### config.mk
export PLATFORM = sky130hd
export DESIGN_NAME = reflet_power_ctrl
export DESIGN_NICKNAME = d
export VERILOG_FILES = /design/src/rtl/reflet_power_ctrl_pkg.sv /design/src/rtl/reflet_power_fsm.sv /design/src/rtl/reflet_power_ctrl.sv
export SDC_FILE = /design/constraint.sdc
export NUM_CORES = 1
export LEC_CHECK = 0
export BUFFER_PORTS_ARGS = -buffer_cell sky130_fd_sc_hd__buf_2
export CAP_MARGIN = 25
export CORE_ASPECT_RATIO = 1.25
export CORE_MARGIN = 4
export CORE_UTILIZATION = 55
export CTS_BUF_LIST = sky130_fd_sc_hd__clkbuf_4 sky130_fd_sc_hd__clkbuf_8
export CTS_CLUSTER_SIZE = 12
export DETAILED_ROUTE_END_ITERATION = 16
export PLACE_DENSITY = 0.79
export SYNTH_ARGS = -nofsm -noshare
export SYNTH_HDL_FRONTEND = slang
export SYNTH_HIERARCHICAL = 1
export SYNTH_SLANG_ARGS = --single-unit
### constraint.sdc
create_clock -name clk -period 3.7 [get_ports clk]
set_clock_uncertainty 0.1 [all_clocks]
set_input_delay 1.11 -clock clk [delete_from_list [all_inputs] [get_ports clk]]
set_output_delay 1.11 -clock clk [all_outputs]
set_load 0.02 [all_outputs]
### src/rtl/reflet_power_ctrl_pkg.sv
// Shared register map and power-state encoding for reflet_power_ctrl.
// Also read by the peripheral decoder and the firmware header generator.
package reflet_power_ctrl_pkg;
    localparam logic [2:0] REG_CTRL       = 3'd0;
    localparam logic [2:0] REG_WAKE_MASK  = 3'd1;
    localparam logic [2:0] REG_WAKE_CAUSE = 3'd2;
    localparam logic [2:0] REG_WAKE_DELAY = 3'd3;
    localparam logic [2:0] REG_GATE_MASK  = 3'd4;
    localparam logic [2:0] REG_CNT_LO     = 3'd5;
    localparam logic [2:0] REG_CNT_HI     = 3'd6;

    typedef enum logic [1:0] {
        PWR_RUN   = 2'd0,
        PWR_SLEEP = 2'd1,
        PWR_WAKE  = 2'd2
    } pwr_state_t;
endpackage

### src/rtl/reflet_power_fsm.sv
// Run/sleep/wake sequencer: state register, stabilisation delay counter
// and masked wake detection.
module reflet_power_fsm
    import reflet_power_ctrl_pkg::*;
#(
    parameter int nb_sources = 4
) (
    input  logic                  clk,
    input  logic                  reset,
    input  logic                  sleep_req,
    input  logic [nb_sources-1:0] wake_mask,
    input  logic [7:0]            wake_delay,
    input  logic [nb_sources-1:0] wake_src,
    output pwr_state_t            state,
    output logic                  enter,
    output logic                  capture
);
    pwr_state_t state_d;
    logic [7:0] cnt_q, cnt_d;

    always_ff @(posedge clk or negedge reset) begin
        if (!reset) begin
            state <= PWR_RUN;
            cnt_q <= 8'd0;
        end else begin
            state <= state_d;
            cnt_q <= cnt_d;
        end
    end

    always_comb begin
        state_d = state;
        cnt_d   = cnt_q;
        enter   = 1'b0;
        capture = 1'b0;
        case (state)
            PWR_RUN: begin
                // An empty mask would leave nothing able to wake the CPU.
                if (sleep_req && |wake_mask) begin
                    state_d = PWR_SLEEP;
                    enter   = 1'b1;
                end
            end
            PWR_SLEEP: begin
                if (|(wake_src & wake_mask)) begin
                    state_d = PWR_WAKE;
                    cnt_d   = wake_delay;
                    capture = 1'b1;
                end
            end
            PWR_WAKE: begin
                if (cnt_q == 8'd0) state_d = PWR_RUN;
                else               cnt_d   = cnt_q - 8'd1;
            end
            default: state_d = PWR_RUN;
        endcase
    end
endmodule

### src/rtl/reflet_power_ctrl.sv
// Power manager: register file, sleep-duration counter, read mux and
// peripheral gating around the run/sleep/wake sequencer.
module reflet_power_ctrl
    import reflet_power_ctrl_pkg::*;
#(
    parameter int                        base_addr_size = 15,
    parameter logic [base_addr_size-1:0] base_addr      = 15'h7F40,
    parameter int                        nb_sources     = 4,
    parameter int                        nb_gated       = 8
) (
    input  logic                      clk,
    input  logic                      reset,
    input  logic                      enable,
    input  logic [base_addr_size-1:0] addr,
    input  logic [7:0]                data_in,
    input  logic                      write_en,
    output logic [7:0]                data_out,
    input  logic [nb_sources-1:0]     wake_src,
    output logic                      cpu_enable,
    output logic [nb_gated-1:0]       periph_en
);
    logic [base_addr_size-1:0] off;
    logic                      hit, wr;
    logic [2:0]                sel;

    logic                  deep_q;
    logic [nb_sources-1:0] mask_q, cause_q;
    logic [7:0]            delay_q;
    logic [nb_gated-1:0]   gate_q;
    logic [15:0]           cnt_q;

    pwr_state_t state;
    logic       enter, capture, sleep_req;

    assign off       = addr - base_addr;
    assign hit       = enable && (off[base_addr_size-1:3] == '0);
    assign sel       = off[2:0];
    assign wr        = hit && write_en;
    assign sleep_req = wr && (sel == REG_CTRL) && data_in[0];

    reflet_power_fsm #(.nb_sources(nb_sources)) u_fsm (
        .clk        (clk),
        .reset      (reset),
        .sleep_req  (sleep_req),
        .wake_mask  (mask_q),
        .wake_delay (delay_q),
        .wake_src   (wake_src),
        .state      (state),
        .enter      (enter),
        .capture    (capture)
    );

    always_ff @(posedge clk or negedge reset) begin
        if (!reset) begin
            deep_q  <= 1'b0;
            mask_q  <= '1;
            cause_q <= '0;
            delay_q <= 8'd0;
            gate_q  <= '0;
            cnt_q   <= 16'd0;
        end else begin
            if (enter) deep_q <= data_in[1];
            if (wr && sel == REG_WAKE_MASK)  mask_q  <= data_in[nb_sources-1:0];
            if (wr && sel == REG_WAKE_DELAY) delay_q <= data_in;
            if (wr && sel == REG_GATE_MASK)  gate_q  <= data_in[nb_gated-1:0];
            // Capture wins over a same-edge clear.
            if (capture)
                cause_q <= wake_src & mask_q;
            else if (wr && sel == REG_WAKE_CAUSE)
                cause_q <= cause_q & ~data_in[nb_sources-1:0];
            if (enter)
                cnt_q <= 16'd0;
            else if (state == PWR_SLEEP && cnt_q != 16'hFFFF)
                cnt_q <= cnt_q + 16'd1;
        end
    end

    assign cpu_enable = (state == PWR_RUN);
    assign periph_en  = (state == PWR_SLEEP && deep_q) ? ~gate_q : '1;

    always_comb begin
        data_out = 8'd0;
        if (hit) begin
            case (sel)
                REG_CTRL:       data_out = {6'd0, deep_q, state != PWR_RUN};
                REG_WAKE_MASK:  data_out[nb_sources-1:0] = mask_q;
                REG_WAKE_CAUSE: data_out[nb_sources-1:0] = cause_q;
                REG_WAKE_DELAY: data_out = delay_q;
                REG_GATE_MASK:  data_out[nb_gated-1:0] = gate_q;
                REG_CNT_LO:     data_out = cnt_q[7:0];
                REG_CNT_HI:     data_out = cnt_q[15:8];
                default:        data_out = 8'd0;
            endcase
        end
    end
endmodule

Word level (Yosys, flattened, before mapping)
Index checks and enable logic that the tools add are counted.
- $add $sub $neg: 3
- eq/ne operators: 13
- muxes and demuxes: 19
- bitwise logic cells: 4
- reductions and logical operators: 23
- operators by type and width (operator ; number):
    $mux W16 ; 2
    $mux W8 ; 4
    $pmux W4 S7 ; 1
    $add A16 B1 Y16 const B ; 1
    $ne A16 B16 Y1 const B ; 1
    $pmux W4 S4 ; 1
    $pmux W8 S2 ; 1
    $sub A15 B15 Y15 const B ; 1
    $logic_not A12 Y1 ; 1
    $logic_and A1 B1 Y1 ; 11
    $eq A3 B3 Y1 const B ; 3
    $and A4 B4 Y4 ; 2
    $logic_not A8 Y1 ; 1
    $mux W4 ; 2
    $not A8 Y8 ; 1
    $reduce_bool A2 Y1 ; 4
    $reduce_or A4 Y1 ; 2
    $sub A8 B1 Y8 const B ; 1
    $eq A3 B2 Y1 const B ; 2
    $mux W2 ; 3
    $ne A2 B1 Y1 const B ; 3
    $pmux W2 S3 ; 1
    $reduce_and A3 Y1 ; 2
    $mux W1 ; 4
    other kinds (7) ; 7
- register bits: 51
- input port bits: 31
- output and inout port bits: 17
- logic and storage cells: 70

Depth between registers and ports, before layout
Gate-level depths: netlist (run 1).
- word-level depth: 10
- mapped depth: 11

Cells and area by module
The synthesis (run 1) kept the hierarchy.
- modules (own cells, without submodules) (module ; times used ; cells an instance ; area each (um^2) ; seq. area each (um^2)):
    reflet_power_ctrl ; 1 ; 250 ; 2459.9 ; 1031.0
    reflet_power_fsm ; 1 ; 69 ; 666.9 ; 250.2

Worst setup path after synthesis (run 1)
Ideal clock, no wire load.
- kind: input -> output
- from: input port addr[6]
- to: output port data_out[0]
- arrival: 2.801 ns
- path slack: -0.311 ns
- stages: 7
- cell sequence: inv_1 > ha_1 > nor4b_1 > nand3_1 > a2111o_1 > clkbuf_1 > a211oi_1
- word-level cells in the longest chain between the ends: 4
- RTL lines (element ; line ; RTL):
    start: declaration ; reflet_power_ctrl.sv:14 ; input logic [base_addr_size-1:0] addr,
    $sub A15 B15 Y15 ; reflet_power_ctrl.sv:35 ; assign off = addr - base_addr;
    $logic_not A12 Y1 ; reflet_power_ctrl.sv:36 ; assign hit = enable && (off[base_addr_size-1:3] == '0);
    $logic_and A1 B1 Y1 ; reflet_power_ctrl.sv:36 ;
    $mux W8 ; reflet_power_ctrl.sv:83 ; if (hit) begin
    end: declaration ; reflet_power_ctrl.sv:17 ; output logic [7:0] data_out,
No other way between the ends.

Final worst setup path (run 1)
- from: input port addr[7]
- to: output port data_out[1]
Same word-level chain as after synthesis.

==> reports/qor.txt, run 1 <==
Outcome: complete, but fails checks
Failing checks: setup timing
Vias in the first global route: 2786
Stages on worst setup path: 9
Synth Area in Compound Gates: 0.164
DPL Wire Length: 5.94 mm
PwrDens: 358 nW/um2
Layout cells sized above 1: 0.343
RSZ-0062 raised after global routing: true
Crit Reg-Reg Endpoint: cnt_q[9]
Die width: 75.4 um
Average wire per standard cell: 18.4 um
Crit start category: input pin
Yosys reg bits: 51
HP Class: register to register
Hold-fix buffer count after cts: 0
Max-slew headroom: 0.487
Num ports: 48
Final setup TNS: -945 ps
Initial antenna violation count: 0
Final setup viols: 8
Avg Cell Area, Syn: 9.80 um2
Area of the multi-input gates: 1860 um2
First-pass GRT wire length: 13.1 mm
Clk root buf: clkbuf_8
Clock tree buffer depth: 2
Clock Pin Slew Worst Setup and Hold Paths: 90 ps
Slowest stage delay, CP: 510 ps
Final worst slack: -160 ps
Flip-flop and latch area: 1280 um2
Total Wirelength: 8.04 mm
CP top delay family: compound AO/OA/AOI/OAI gates
Core area: 5480 um2
Post-synthesis sequential area ratio: 0.410
# DRC: 0
Critical path, cell by cell: buf_8, inv_4, ha_4, and3b_2, nand3_2, a2111o_1, buf_6, a21oi_4, buf_6
Final Cycle Share: 1.04
Worst setup EP type: primary output
H-tree lvl count: 2
Syn Inst Count: 319
Final-stage net count: 407
Top cell by count, worst path: buf_6
Worst Path Required: 2490 ps
Reg2reg setup slack: 1290 ps
Routability Congestion: 0.915
Yosys cell types: 59
Peak supply drop: 0.000426 V
Data arrival, critical path: 2650 ps
P_leak: 0.00167 uW
Tmin final: 3860 ps
Via Count: 2711
Largest family of logic cells by synthesized area: simple AND/OR/NAND/NOR gates
Routed Antenna Nets: 0
Synth-to-Final Area Change: 21.7%
Antenna cells: 0
Post-synthesis simple-gate area fraction: 0.214
GR Overflow Total: 0
Initial Utilization: 0.571
Total power: 1360 uW
Clock latency on the worst-skew pair: 310 ps
R2R cell count: 6
Net count after synthesis: 354
Port buffer count: 47
FILL cells: 433
Overall Global Routing Usage: 0.243
Die Height: 92.3 um
First-pass DRT Iterations: 4
Clock sinks: 51
Worst flop-to-flop path startpoint: cnt_q[0]
Worst Setup EP: data_out[1]
Buf/Inv on CP: 4
Slowest CP cell: a2111o_1
Post-synth EDFFs: 0
XOR/XNOR Fraction of Synth Area: 0.0308
Die area: 6960 um2
Post-synthesis mux area share: 0.132
Max-cap violation count: 0
Ys flop type: dfrtp_1
Final Hold Violating Endpoints: 0
Count of final max-slew check failures: 0
Fraction of registers with async set/reset: 1.00
CTS tree: yes
Yosys warns: 6
CTS Buf Count: 5
Post-synthesis adder-cell area fraction: 0.0160
Mapped Area: 3130 um2
CP Class: input pin to primary output
Max Clk Rate: 0.259 GHz
Critical Path Fanout Max: 6
Vias/cell: 6.20
Largest net degree at the start of global routing: 29
Rows: 30
DR iter-0 viols: 174
Setup crit start: addr[7]
Least-Margin Pin Slew: 769 ps
==> worst min path at each step <==
stage | depth (start not counted) | endpoint | startpoint
2_1_floorplan | 1 | u_fsm/cnt_q[3] | u_fsm/cnt_q[3]
3_3_place_gp | 1 | deep_q | deep_q
3_5_place_dp | 1 | deep_q | deep_q
4_1_cts | 1 | deep_q | deep_q
5_1_grt | 1 | deep_q | deep_q
6_report | 1 | deep_q | deep_q
==> through the flow <==
stage	worst slack (ps)	area (um2)	instances	hold WS [ps]	util
2_1_floorplan	4.78	3190	319	394	-
3_3_place_gp	-211	3530	427	407	0.644
3_5_place_dp	-241	3530	427	418	0.644
4_1_cts	-89.6	3750	436	440	0.684
5_1_grt	-224	3810	437	473	0.695
6_report	-160	3810	437	437	0.695
==> metal layers <==
layer / GRT usage / part of all wire / wire length [um] / vias to the layer above
li1: - / - / - / 1277
met1: 0.304 / 0.40 / 3210 / 1353
met2: 0.424 / 0.55 / 4390 / 63
met3: 0.0337 / 0.032 / 255 / 18
met4: 0.0758 / 0.023 / 184 / 0
met5: 0 / 0 / 0 / -
==> repair_timing <==
item,in CTS,in global routing
pin swaps,4,5
resized for setup,24,11
setup buffers,1,1
setup endpoints to repair,8,8
==> synthesized netlist by cell type, drive strengths merged, types with 5 or more instances <==
cell type | instances | area share
mux2 | 23 | 0.092
nand3 | 7 | 0.011
dfrtp | 47 | 0.38
nor2b | 12 | 0.024
o2bb2ai | 6 | 0.017
xnor2 | 9 | 0.025
clkbuf | 10 | 0.012
a22oi | 9 | 0.022
nor4 | 5 | 0.020
buf | 6 | 0.010
inv | 9 | 0.011
a31oi | 5 | 0.015
nor2 | 35 | 0.044
o21ai | 9 | 0.014
a21oi | 20 | 0.033
nand2 | 25 | 0.030
a211oi | 6 | 0.014
mux2i | 10 | 0.032
==> logic make-up (layout without fill, tap and decap cells) <==
family / after synthesis / count (layout)
adders and majority gates: 4 / 4
xor gates and xnor gates: 11 / 11
AOI/OAI and AO/OA: 73 / 73
buffers and inverters: 25 / 79
DFF: 51 / 51
muxes: 34 / 34
and+or+nand+nor: 121 / 121
==> power breakdown <==
part	internal, uW	switching, uW
sequential	610	80.3
combinational	123	141
clock	223	188
total	955	409
==> area by class of cell <==
cell class              instances  share of cell area
clock buffers                   6              0.0217
inverters                       9              0.0102
repair buffers                 62               0.112
clock inverters                 2              0.0102
flip-flops and latches         51               0.337
multi-input cells             243               0.488
well taps                      64              0.0210
==> state kept, by name, indices dropped and copies added (netlist names) <==
| name | flops |
|---|---|
| cause_q | 4 |
| cnt_q | 16 |
| deep_q | 1 |
| delay_q | 8 |
| gate_q | 8 |
| mask_q | 4 |
| u_fsm/cnt_q | 8 |
| u_fsm/state | 2 |
==> placed cells by master (no fill, tap or decap), types with 7 or more instances in the layout <==
master	count
dfrtp_1	47
buf_2	37
nor2_1	28
nand2_1	25
a21oi_1	18
mux2_2	15
buf_4	13
nor2b_1	12
mux2i_1	10
buf_6	10
o21ai_0	9
a22oi_1	9
xnor2_1	9
mux2_4	8
inv_1	7
Note: power is estimated with default switching activity, not from simulation.
==> run 2, diff against run 1 <==
--- a/config.mk
+++ b/config.mk
@@ -5,6 +5,7 @@
 export SDC_FILE = /design/constraint.sdc
 export NUM_CORES = 1
 export LEC_CHECK = 0
+export ABC_AREA = 1
 export BUFFER_PORTS_ARGS = -buffer_cell sky130_fd_sc_hd__buf_2
 export CAP_MARGIN = 25
 export CORE_ASPECT_RATIO = 1.25
@@ -13,7 +14,7 @@
 export CTS_BUF_LIST = sky130_fd_sc_hd__clkbuf_4 sky130_fd_sc_hd__clkbuf_8
 export CTS_CLUSTER_SIZE = 12
 export DETAILED_ROUTE_END_ITERATION = 16
-export PLACE_DENSITY = 0.79
+export PLACE_DENSITY = 0.78
 export SYNTH_ARGS = -nofsm -noshare
 export SYNTH_HDL_FRONTEND = slang
 export SYNTH_HIERARCHICAL = 1
==> run 2 against run 1 <==
Compared with the run above:
- the flow now finishes without violations
- clock-buffer cell count unchanged
- register-to-register slack better by 420 ps
- design area up 3.6%
- die area up 6.5%
- synthesized cell count up 44%
- routed wire length up 11%
- core utilization down 2.1 points
- global-route usage up 0.57 points
- critical path type unchanged
- critical endpoint is now data_out[5]
- largest power group unchanged
- highest routed layer unchanged
==> reports/qor.txt, run 2 <==
Layout cells sized above 1: 0.274
Die width: 77.8 um
RSZ-0062 raised after global routing: true
Commonest non-fill, non-tap cell in the layout: nand2_1
Critical Path Fanout Max: 3
Post-synth EDFFs: 0
GR Overflow Total: 0
# placed instances: 593
Max Clk Rate: 0.271 GHz
Ys flop type: dfrtp_1
Die Height: 95.3 um
Yosys reg bits: 51
Num ports: 48
Syn Inst Count: 458
Synth top area cells: dfrtp_1, nand2_1, o21ai_2, inv_1, nand3_1
Top-area cell type share of the netlist area: 0.351
Fraction of registers with async set/reset: 1.00
Vias/cell: 5.50
Clock sinks: 51
Rows: 31
Final Cycle Share: 0.998
Final setup TNS: 0 ps
Cell taking the most area after synthesis: dfrtp_1
Max-cap violation count: 0
Vias in the first global route: 3238
Least-Margin Pin Slew: 452 ps
Data arrival, critical path: 2480 ps
Final-stage net count: 555
Peak supply drop: 0.000217 V
Net count after synthesis: 493
Via Count: 3318
Count of final max-slew check failures: 0
Critical path, cell by cell: buf_6, inv_4, ha_4, inv_2, nor2_2, nand3_2, nor2_2, nand3_2, nor2_8, o21ai_4, buf_6, nor2_2, buf_4
Antenna cells: 0
Slowest CP cell: ha_4
Max reg flops: 16
DPL Wire Length: 6.64 mm
Total Wirelength: 8.92 mm
P_leak: 0.00189 uW
R2R cell count: 8
# DRC: 0
DR iter-0 viols: 253
Top cells by count, synth: nand2_1, inv_1, dfrtp_1
Post-synthesis sequential area ratio: 0.382
Fin cells: 603
Average wire per standard cell: 14.8 um
Initial antenna violation count: 0
Clock Pin Slew Worst Setup and Hold Paths: 90 ps
First-pass DRT Iterations: 5
Register name with the most flops: cnt_q
Most frequent cells in the layout: nand2_1, inv_1, dfrtp_1
Clock latency on the worst-skew pair: 310 ps
Clock tree buffer depth: 2
Core area: 5860 um2
Worst setup EP type: primary output
PwrDens: 251 nW/um2
CTS Buf Count: 5
Overall Global Routing Usage: 0.249
Largest net degree at the start of global routing: 26
Total power: 991 uW
Avg Cell Area, Syn: 7.32 um2
H-tree lvl count: 2
CP Class: input pin to primary output
First-pass GRT wire length: 14.6 mm
Port buffer count: 47
Routed Antenna Nets: 0
Top cell by count, worst path: nor2_2
Initial Utilization: 0.573
Outcome: finished clean
Die area: 7420 um2
Crit start category: input pin
HP Class: register to register
Mapped Area: 3350 um2
Yosys warns: 6
Final setup viols: 0
Worst Path Required: 2490 ps
CTS tree: yes
Count leader, synth: nand2_1
FILL cells: 476
Final Hold Violating Endpoints: 0
Hold path depth: 2
Synth-to-Final Area Change: 17.6%
Slowest stage delay, CP: 250 ps
Routability Congestion: 0.979
Max-slew headroom: 0.698
Yosys cell types: 34
Tmin final: 3690 ps
Clk root buf: clkbuf_8
[run 2: changes by cell type after synthesis, moves of 10 or more]
cell     delta
mux2i_1    -10
o21ai_2    +30
inv_1      +47
nand3_1    +30
nand2_1   +110
a21oi_1    -14
nor2b_1    -12
mux2_2     -15
[run 2: cell families (layout without fill, tap and decap cells)]
group	after synthesis	count (layout)	share of synthesized area
AOI/OAI and AO/OA	74	74	0.154
xor gates and xnor gates	3	3	0.00784
adders and majority gates	4	4	0.0149
buffers and inverters	66	129	0.0840
DFF	51	51	0.382
and+or+nand+nor	260	260	0.357
[run 2: power breakdown]
group          switching [uW]  leakage [uW]  internal [uW]
logic                    52.7       0.00116           28.8
clock network             198     0.0000474            153
registers               0.746      0.000677            558
[run 2: final timing paths]
check	start	end	slack (ps)
max in group asynchronous	reset	mask_q[2]	2190
worst max register to register	cnt_q[0]	cnt_q[4]	1710
worst min-delay path	mask_q[1]	mask_q[1]	430
worst min register to register	mask_q[1]	mask_q[1]	430
worst max-delay path	addr[7]	data_out[5]	8
min in group asynchronous	reset	cnt_q[6]	610
[run 2: stage by stage]
stage | cell area (um2) | worst slack, ps | util | hold slack, ps
floorplan | 3350 | 16.6 | - | 370
CTS | 3890 | -17.7 | 0.664 | 422
global placement | 3720 | -116 | 0.636 | 399
global route | 3950 | -80.1 | 0.674 | 458
detailed placement | 3720 | -200 | 0.636 | 402
finish | 3950 | 8.25 | 0.674 | 425
[run 2: what timing repair did]
action,in CTS,in global routing
setup buffers,2,0
pin swaps,8,5
hold buffers,0,0
gates resized for setup,17,17
endpoints found under the setup margin,8,8
endpoints found under the hold margin,0,0
[run 2: layout make-up]
type | count | area (um2) | share of cell area
clock buffer | 6 | 82.6 | 0.0209
clock inverter | 2 | 16.3 | 0.00412
inverter | 60 | 233 | 0.0590
multi-input combinational | 341 | 1840 | 0.467
sequential | 51 | 1280 | 0.325
tap | 82 | 103 | 0.0260
timing repair buffer | 61 | 388 | 0.0983
[run 2: layer usage]
metal | GRT usage | share of wire
met1 | 0.295 | 0.40
met2 | 0.449 | 0.51
met3 | 0.0444 | 0.061
met4 | 0.0935 | 0.025
met5 | 0 | 0
[run 2: critical path, delay by kind of cell]
kind	cells	cell delay, ps
AO/OA/AOI/OAI	1	80
adder cells (fa/ha/maj)	1	250
buffers and inverters	5	410
AND/OR/NAND/NOR	6	620
==> run 3, diff against run 2 <==
--- a/config.mk
+++ b/config.mk
@@ -8,7 +8,7 @@
 export ABC_AREA = 1
 export BUFFER_PORTS_ARGS = -buffer_cell sky130_fd_sc_hd__buf_2
 export CAP_MARGIN = 25
-export CORE_ASPECT_RATIO = 1.25
+export CORE_ASPECT_RATIO = 1.75
 export CORE_MARGIN = 4
 export CORE_UTILIZATION = 55
 export CTS_BUF_LIST = sky130_fd_sc_hd__clkbuf_4 sky130_fd_sc_hd__clkbuf_8
==> run 3 against run 2 <==
Compared with the run above:
- the flow now finishes with violations (setup timing)
- largest cell class unchanged
- total power is 1.4% lower
- global-route usage rose by 0.96 points
- via count shrank 0.63%
==> reports/qor.txt, run 3 (synthesized netlist as in run 2, its figures left out) <==
Outcome: complete, but fails checks
Failing checks: setup timing
Port buffer count: 47
Via Count: 3297
H-tree lvl count: 2
Rows: 37
CTS tree: yes
Register name with the most flops: cnt_q
Hold path depth: 2
Data arrival, critical path: 2530 ps
Synth-to-Final Area Change: 16.7%
Antenna cells: 0
PwrDens: 250 nW/um2
Initial antenna violation count: 0
Worst Path Required: 2490 ps
Count of final max-slew check failures: 0
Final setup TNS: -45.0 ps
Tmin final: 3740 ps
Most frequent cells in the layout: nand2_1, inv_1, dfrtp_1
Peak supply drop: 0.000236 V
Least-Margin Pin Slew: 606 ps
Max Clk Rate: 0.267 GHz
Max-cap violation count: 0
Vias in the first global route: 3247
Average wire per standard cell: 15.0 um
Die area: 7460 um2
Hold-fix buffer count after cts: 0
Critical Path Fanout Max: 8
First-pass DRT Iterations: 4
Overall Global Routing Usage: 0.259
Routed Antenna Nets: 0
Num ports: 48
Final setup viols: 2
First-pass GRT wire length: 14.8 mm
Commonest non-fill, non-tap cell in the layout: nand2_1
P_leak: 0.00188 uW
RSZ-0062 raised after global routing: true
Largest net degree at the start of global routing: 27
Max-slew headroom: 0.596
Clk root buf: clkbuf_8
Final-stage net count: 555
CP Class: input pin to primary output
DR iter-0 viols: 177
Min Hold Slack: 413 ps
Die width: 67.0 um
Final Cycle Share: 1.01
Vias/cell: 5.50
Utilization after layout: 0.660
Max reg flops: 16
Clock latency on the worst-skew pair: 320 ps
Layout cells sized above 1: 0.269
Crit start category: input pin
HP Class: register to register
CTS Buf Count: 5
Pre-CTS setup slack: -129 ps
Final Hold Violating Endpoints: 0
GR Overflow Total: 0
Total Wirelength: 9.01 mm
Core area: 5930 um2
Final worst slack: -40.2 ps
DPL Wire Length: 6.89 mm
Clock Pin Slew Worst Setup and Hold Paths: 80 ps
Routability Congestion: 0.962
Die Height: 111 um
Clock tree buffer depth: 2
Clock sinks: 51
Initial Utilization: 0.566
# DRC: 0
R2R cell count: 8
Worst setup EP type: primary output
-- run 3: cell count changes in the layout (fill, tap and decap cells not counted), sizes merged --
| cell | change |
|---|---|
| clkinvlp | +1 |
| clkinv | -2 |
| clkbuf | +1 |
-- run 3: where the power goes --
group	total, uW	internal (uW)	switching, uW
registers	559	558	0.681
clock network	337	148	189
logic	81.5	28.6	52.9
-- run 3: layout make-up --
type | instances | area [um2]
clock buffer | 7 | 83.8
clock inverter | 1 | 5.00
fill | 584 | 2010
inverter | 60 | 240
multi-input combinational | 341 | 1820
sequential | 51 | 1280
tap | 78 | 97.6
timing repair buffer | 61 | 382
-- run 3: layer usage --
layer,vias up,routed length [um],track usage
met5,-,0,0
met3,34,431,0.0426
met1,1526,3370,0.297
met2,123,4740,0.434
li1,1614,-,-
met4,0,478,0.152
-- run 3: path summary, 6_finish.rpt --
path | slack (ps) | to | start
max | -40 | data_out[4] | addr[2]
min | 410 | delay_q[6] | delay_q[6]
max reg2reg | 1740 | cnt_q[5] | cnt_q[0]
min reg2reg | 410 | delay_q[6] | delay_q[6]
max in group asynchronous | 2000 | mask_q[2] | reset
min in group asynchronous | 690 | cnt_q[9] | reset
-- run 3: repair_timing --
action | 4_1_cts | 5_1_grt
hold endpoints to repair | 0 | 0
pin swaps | 5 | 6
gates resized for setup | 13 | 15
endpoints found under the setup margin | 8 | 8
buffers inserted | 0 | 3
-- run 3: metrics by stage --
stage	cells	total power (uW)	instance area (um2)
6_report	599	977	3910
4_1_cts	596	980	3840
3_5_place_dp	588	642	3710
2_1_floorplan	458	597	3350
5_1_grt	599	1020	3910
3_3_place_gp	588	639	3710
-- run 3: critical path, cell delays in order --
cell and delay [ps]:
buf_2 130, inv_1 70, nor2_1 280, nand2_2 200, o22ai_1 260, a221oi_1 110, nor2_1 190, buf_4 180
